===== src/rtl/syndrome_stream_packer.sv =====
// syndrome_stream_packer
// Collects one syndrome volume (GRID_WIDTH_U rounds) and frames it for the decoder:
// START_DECODING_MSG once after reset, then per volume MEASUREMENT_DATA_HEADER followed
// by the payload bytes. It then parses the decoder's 3-byte result message.
// Ports:
//   clk, reset          : single clock, synchronous active-high reset
//   round_data/valid/ready : one measurement round per handshake (upstream)
//   out_data/valid/ready   : byte stream toward the decoder input FIFO
//   resp_data/valid/ready  : byte stream from the decoder output FIFO
//   result_iterations/cycles/valid : parsed result of the last volume, valid pulses once
//   frame_count         : completed volumes, wraps modulo 2^16
module syndrome_stream_packer #(
  parameter int unsigned GRID_WIDTH_X = 8,
  parameter int unsigned GRID_WIDTH_Z = 4,
  parameter int unsigned GRID_WIDTH_U = 7,
  // Protocol codes shared with the decoder; defaults match its parameter set.
  parameter logic [7:0] START_DECODING_MSG      = 8'h01,
  parameter logic [7:0] MEASUREMENT_DATA_HEADER = 8'h02
) (
  input  logic                                                 clk,
  input  logic                                                 reset,
  input  logic [8*((GRID_WIDTH_X*GRID_WIDTH_Z+7)/8)-1:0]       round_data,
  input  logic                                                 round_valid,
  output logic                                                 round_ready,
  output logic [7:0]                                           out_data,
  output logic                                                 out_valid,
  input  logic                                                 out_ready,
  input  logic [7:0]                                           resp_data,
  input  logic                                                 resp_valid,
  output logic                                                 resp_ready,
  output logic [7:0]                                           result_iterations,
  output logic [15:0]                                          result_cycles,
  output logic                                                 result_valid,
  output logic [15:0]                                          frame_count
);

  localparam int unsigned STAB_BITS       = GRID_WIDTH_X * GRID_WIDTH_Z;
  localparam int unsigned BYTES_PER_ROUND = (STAB_BITS + 7) / 8;
  localparam int unsigned ALIGNED_BITS    = 8 * BYTES_PER_ROUND;
  localparam int unsigned PAYLOAD_BYTES   = BYTES_PER_ROUND * GRID_WIDTH_U;
  localparam int unsigned BCW             = (PAYLOAD_BYTES > 1) ? $clog2(PAYLOAD_BYTES) : 1;
  localparam int unsigned RCW             = (GRID_WIDTH_U > 1) ? $clog2(GRID_WIDTH_U) : 1;

  // Keeps only real stabiliser bits; alignment padding is stored as zero.
  localparam logic [ALIGNED_BITS-1:0] VALID_MASK =
    {ALIGNED_BITS{1'b1}} >> (ALIGNED_BITS - STAB_BITS);

  typedef enum logic [2:0] {
    S_START   = 3'd0,
    S_COLLECT = 3'd1,
    S_HEADER  = 3'd2,
    S_PAYLOAD = 3'd3,
    S_RESP    = 3'd4
  } state_t;

  state_t               state_q;
  state_t               state_d;
  logic [RCW-1:0]       round_cnt;
  logic [BCW-1:0]       byte_cnt;
  logic [1:0]           resp_cnt;
  logic [7:0]           iter_tmp;
  logic [7:0]           cyc_hi_tmp;
  logic [7:0]           buf_bytes [PAYLOAD_BYTES];
  logic [ALIGNED_BITS-1:0] round_masked;

  logic out_fire;
  logic round_fire;
  logic resp_fire;
  logic last_round;
  logic last_byte;
  logic last_resp;

  assign out_fire   = out_valid & out_ready;
  assign round_fire = round_valid & round_ready;
  assign resp_fire  = resp_valid & resp_ready;
  assign last_round = (round_cnt == RCW'(GRID_WIDTH_U - 1));
  assign last_byte  = (byte_cnt == BCW'(PAYLOAD_BYTES - 1));
  assign last_resp  = (resp_cnt == 2'd2);
  assign round_masked = round_data & VALID_MASK;

  // State register.
  always_ff @(posedge clk) begin
    if (reset) state_q <= S_START;
    else       state_q <= state_d;
  end

  // Next-state logic.
  always_comb begin
    state_d = state_q;
    case (state_q)
      S_START:   if (out_fire) state_d = S_COLLECT;
      S_COLLECT: if (round_fire && last_round) state_d = S_HEADER;
      S_HEADER:  if (out_fire) state_d = S_PAYLOAD;
      S_PAYLOAD: if (out_fire && last_byte) state_d = S_RESP;
      S_RESP:    if (resp_fire && last_resp) state_d = S_COLLECT;
      default:   state_d = S_START;
    endcase
  end

  // Output decode; depends on state and stored data only, never on out_ready.
  always_comb begin
    round_ready = 1'b0;
    resp_ready  = 1'b0;
    out_valid   = 1'b0;
    out_data    = 8'h00;
    case (state_q)
      S_START: begin
        out_valid = 1'b1;
        out_data  = START_DECODING_MSG;
      end
      S_COLLECT: round_ready = 1'b1;
      S_HEADER: begin
        out_valid = 1'b1;
        out_data  = MEASUREMENT_DATA_HEADER;
      end
      S_PAYLOAD: begin
        out_valid = 1'b1;
        out_data  = buf_bytes[byte_cnt];
      end
      S_RESP:  resp_ready = 1'b1;
      default: ;
    endcase
  end

  // Counters, response parsing and result registers.
  always_ff @(posedge clk) begin
    if (reset) begin
      round_cnt         <= '0;
      byte_cnt          <= '0;
      resp_cnt          <= '0;
      iter_tmp          <= '0;
      cyc_hi_tmp        <= '0;
      result_iterations <= '0;
      result_cycles     <= '0;
      result_valid      <= 1'b0;
      frame_count       <= '0;
    end else begin
      result_valid <= 1'b0;

      if (round_fire) begin
        if (last_round) round_cnt <= '0;
        else            round_cnt <= round_cnt + RCW'(1);
      end

      if (state_q == S_HEADER && out_fire) byte_cnt <= '0;
      if (state_q == S_PAYLOAD && out_fire) begin
        if (last_byte) begin
          byte_cnt <= '0;
          resp_cnt <= '0;
        end else begin
          byte_cnt <= byte_cnt + BCW'(1);
        end
      end

      if (resp_fire) begin
        case (resp_cnt)
          2'd0:    iter_tmp   <= resp_data;
          2'd1:    cyc_hi_tmp <= resp_data;
          default: begin
            result_iterations <= iter_tmp;
            result_cycles     <= {cyc_hi_tmp, resp_data};
            result_valid      <= 1'b1;
            frame_count       <= frame_count + 16'd1;
          end
        endcase
        resp_cnt <= last_resp ? 2'd0 : resp_cnt + 2'd1;
      end
    end
  end

  // Volume buffer; every slot is rewritten before it is sent, so no reset is needed.
  always_ff @(posedge clk) begin
    if (round_fire) begin
      for (int unsigned b = 0; b < BYTES_PER_ROUND; b++) begin
        buf_bytes[BCW'(32'(round_cnt) * BYTES_PER_ROUND + b)] <= round_masked[b*8 +: 8];
      end
    end
  end

endmodule


===== config.mk =====
export PLATFORM = sky130hd
export DESIGN_NAME = syndrome_stream_packer
export DESIGN_NICKNAME = d
export VERILOG_FILES = /design/src/rtl/syndrome_stream_packer.sv
export SDC_FILE = /design/constraint.sdc
export NUM_CORES = 1
export LEC_CHECK = 0
export CORE_MARGIN = 4
export CORE_UTILIZATION = 48
export CTS_BUF_LIST = sky130_fd_sc_hd__clkbuf_4 sky130_fd_sc_hd__clkbuf_8
export CTS_CLUSTER_SIZE = 12
export DETAILED_ROUTE_END_ITERATION = 12
export GPL_TIMING_DRIVEN = 0
export PLACE_DENSITY_LB_ADDON = 0.12
export SYNTH_ARGS = -nofsm -noshare
export SYNTH_HDL_FRONTEND = slang
export SYNTH_SLANG_ARGS = --single-unit

===== constraint.sdc =====
create_clock -name clk -period 5.88 [get_ports clk]
set_input_delay 1.764 -clock clk [delete_from_list [all_inputs] [get_ports clk]]
set_output_delay 1.764 -clock clk [all_outputs]
set_load 0.005 [all_outputs]

==> Flow_metrics.wiki <==
{| class="wikitable"
! Metric !! Value
|-
| Worst Setup End Kind || output pin
|-
| Number of slew-limit violations in the final report || 0
|-
| Placed wire-length estimate || 17.8 mm
|-
| Biggest area contributors in the synthesized netlist || edfxtp_1 (58%), dfxtp_1 (13%), mux4_2 (9.7%), mux2i_1 (2.6%), nand2_1 (2.3%)
|-
| Actual transition at the worst max-transition pin || 1.01 ns
|-
| Count of unique library cells instantiated by Yosys || 55
|-
| Mapped Cells || 728
|-
| Total Power Consumption || 4.09 mW
|-
| Number of I/O pins || 97
|-
| Longest individual stage delay on the worst path || 0.70 ns
|-
| Fmax || 0.181 GHz
|-
| Final routed wirelength across all metal layers || 26.5 mm
|-
| Final Non-Filler Cells || 1,242
|-
| Number of placement rows || 56
|-
| Final routed wire length divided by cell count || 21.3 um
|-
| Pin count of the biggest net entering global routing || 33
|-
| Top cells by count, synth || edfxtp_1 (224), dfxtp_1 (75), nand2_1 (71), a21oi_1 (52), mux4_2 (50)
|-
| Number of gates resized after CTS || 0
|-
| Cell count after placement || 1,153
|-
| Number of hold-repair buffers added at the cts stage || 0
|-
| Clock sinks || 299
|-
| Required time of the worst setup path || 4.12 ns
|-
| Starting density of the core || 0.489
|-
| Placed cell area || 13,100 sq um
|-
| Residual overflow from global routing || 0
|-
| Busiest grt layer || met2
|-
| Count of buffers inserted at the top-level ports || 94
|-
| Final net count || 932
|-
| Beginning of the worst hold path || result_cycles[9]$_SDFFE_PP0P_
|-
| Total standard cell area after synthesis || 11,600 sq um
|-
| Number of antenna cells inserted || 0
|-
| Antenna violations before repair || 0
|-
| CTS H-tree depth || 2
|-
| Period utilization || 0.941
|-
| Cell with the most instances after synthesis || edfxtp_1
|-
| Worst reg2reg startpoint || state_q[0]$_SDFFE_PP0P_
|-
| Die Span Y || 163 um
|-
| Final Wtd Congestion || 0.812
|-
| Detailed-routing iteration count for the pre-antenna-repair pass || 5
|-
| CTS tree || done
|-
| Vias in the first global route || 7,195
|-
| Setup Skew || 0.0172 ns
|-
| Post-synthesis register bit count || 299
|-
| Count of synthesis-stage warnings from yosys || 0
|-
| Data arrival time of the critical path || 3.77 ns
|-
| Clock buffer depth || 3
|-
| Number of violations of the max-capacitance limit || 0
|-
| Met3 track demand over resource in global routing || 0.0386
|-
| Clock period minus final worst setup slack || 5.53 ns
|-
| Leakage power || 4.49 nW
|-
| Max-slew headroom at the worst pin || 0.324
|-
| Unrepaired setup endpoints after global routing || no
|-
| CP max FO || 10
|-
| Type of the most critical hold path || flop to flop
|-
| Run status || finished, final reports clean
|-
| Critical path cell sequence || clkbuf_1 -> clkbuf_1 -> a2111oi_0 -> a2111oi_0 -> clkdlybuf4s50_1
|-
| Clock edge transition at the registers on the reported setup and hold paths || 0.06 ns
|-
| Post-synth EDFFs || 224
|-
| Clock network latency to the later pin of the worst-skew pair || 0.56 ns
|-
| Number of buffers and inverters on the critical path || 3
|-
| Iteration-0 DRC count of the detailed router || 590
|-
| Count of endpoints failing hold in the final timing report || 0
|-
| Vias || 6,886
|-
| Number of CTS-inserted buffers || 49
|-
| Worst Setup Path Type || flop to output pin
|-
| Routed via count divided by cell count || 5.54
|-
| Global routing usage on met2 || 0.346
|-
| Standard cell core area || 23,600 sq um
|-
| WHS || 0.453 ns
|-
| Share of synthesized area occupied by flip-flops and latches || 0.712
|-
| Post-synth top area share || 0.582
|-
| Wire length of the first global-routing pass || 40.7 mm
|-
| Area added between synthesis and finish || 21.4%
|-
| Total GRT Usage || 0.202
|-
| Die Area || 26,600 sq um
|-
| Horizontal extent of the die || 163 um
|-
| Power density normalized to cell area || 292 nW/um^2
|-
| Met1 track demand over resource in global routing || 0.258
|-
| Number of remaining DRC errors || 0
|-
| Setup-failing EPs final || 0
|-
| Final standard cell area without fillers || 14,000 sq um
|-
| Net Count, Synth || 775
|-
| Layout cells sized above 1 || 0.187
|-
| Cell class contributing the biggest share of worst-path delay || buffers and inverters
|-
| Post-synth top area cell || edfxtp_1
|-
| Mean Syn Cell Area || 15.9 sq um
|-
| Worst supply voltage drop on vdd || 182 uV
|-
| Crit path launch type || flop
|-
| Cell with the biggest individual delay on the critical path || a2111oi_0
|-
| Share of async-settable or async-resettable flops after synthesis || 0
|-
| Clock root buffer || clkbuf_8
|-
| Antenna viol nets, final || 0
|-
| Dominant register cell in the synthesized netlist || edfxtp_1
|-
| Final core utilization || 0.594
|-
| Post CTS Setup Buffer Count || 0
|}
[tightest hold or removal path: stages (launching register included)]
cell     delay, ns
dfxtp_1       0.31
nand2_1       0.05
a21oi_1       0.05
[flip-flops by register name, indices dropped and copies added, names as in the netlist, named ones only]
signal,flops
cyc_hi_tmp,8
result_valid,1
buf_bytes,224
state_q,3
result_cycles,16
byte_cnt,5
result_iterations,8
round_cnt,3
resp_cnt,2
frame_count,16
iter_tmp,8
[final timing paths]
check                                  end  slack [ns]  cells past startpoint
max                            out_data[3]        0.35                      5
min          result_cycles[9]$_SDFFE_PP0P_        0.45                      2
max reg2reg     buf_bytes[13][3]$_DFFE_PP_        3.18                      6
min reg2reg  result_cycles[9]$_SDFFE_PP0P_        0.45                      2
[area by class of cell]
class | instances | area, sq um
Buffer | 41 | 190
Clock buffer | 68 | 823
Clock inverter | 21 | 116
Fill cell | 1826 | 9580
Inverter | 7 | 26.3
Multi-Input combinational cell | 381 | 3150
Sequential cell | 299 | 8230
Tap cell | 319 | 399
Timing Repair Buffer | 106 | 1110
[per-layer routing]
layer | wire length [um] | share of wire | vias up
met2 | 13500 | 0.51 | 232
met5 | 0 | 0 | -
li1 | - | - | 3168
met3 | 1550 | 0.058 | 52
met1 | 10800 | 0.41 | 3434
met4 | 695 | 0.026 | 0
[per-stage QoR]
| stage | setup WS, ns | TNS (ns) |
|---|---|---|
| global route | 0.0613 | 0 |
| floorplan | 0.311 | 0 |
| finish | 0.350 | 0 |
| global placement | -2.38 | -126.19 |
| detailed placement | 0.735 | 0 |
| CTS | 0.145 | 0 |
[kinds of logic after synthesis]
kind of cell,share of synthesized area
compound gates,0.0571
xor+xnor,0.00379
fa+ha+maj,0.00216
buf+inv,0.0187
flops,0.712
mux,0.130
simple gates,0.0761
[cell usage in the layout (no fill, tap or decap), drive strengths merged, types with 4 or more instances in the layout]
master	instances
mux2	7
o21ai	19
a22o	5
a31oi	7
clkbuf	88
edfxtp	224
or3	8
nor4	4
nor3	8
buf	33
mux4	50
nand2	71
nor2b	6
o221ai	4
dfxtp	75
clkinv	19
nand3	11
a21oi	52
clkdlybuf4s50	94
mux2i	30
inv	8
o31ai	5
nand2b	4
nand4	8
nor2	34
[power breakdown]
part | internal, mW | switching [mW]
Combinational | 0.0405 | 0.0579
Sequential | 2.28 | 0.00256
Clock | 0.948 | 0.767
Power figures use the tool's default switching activity.
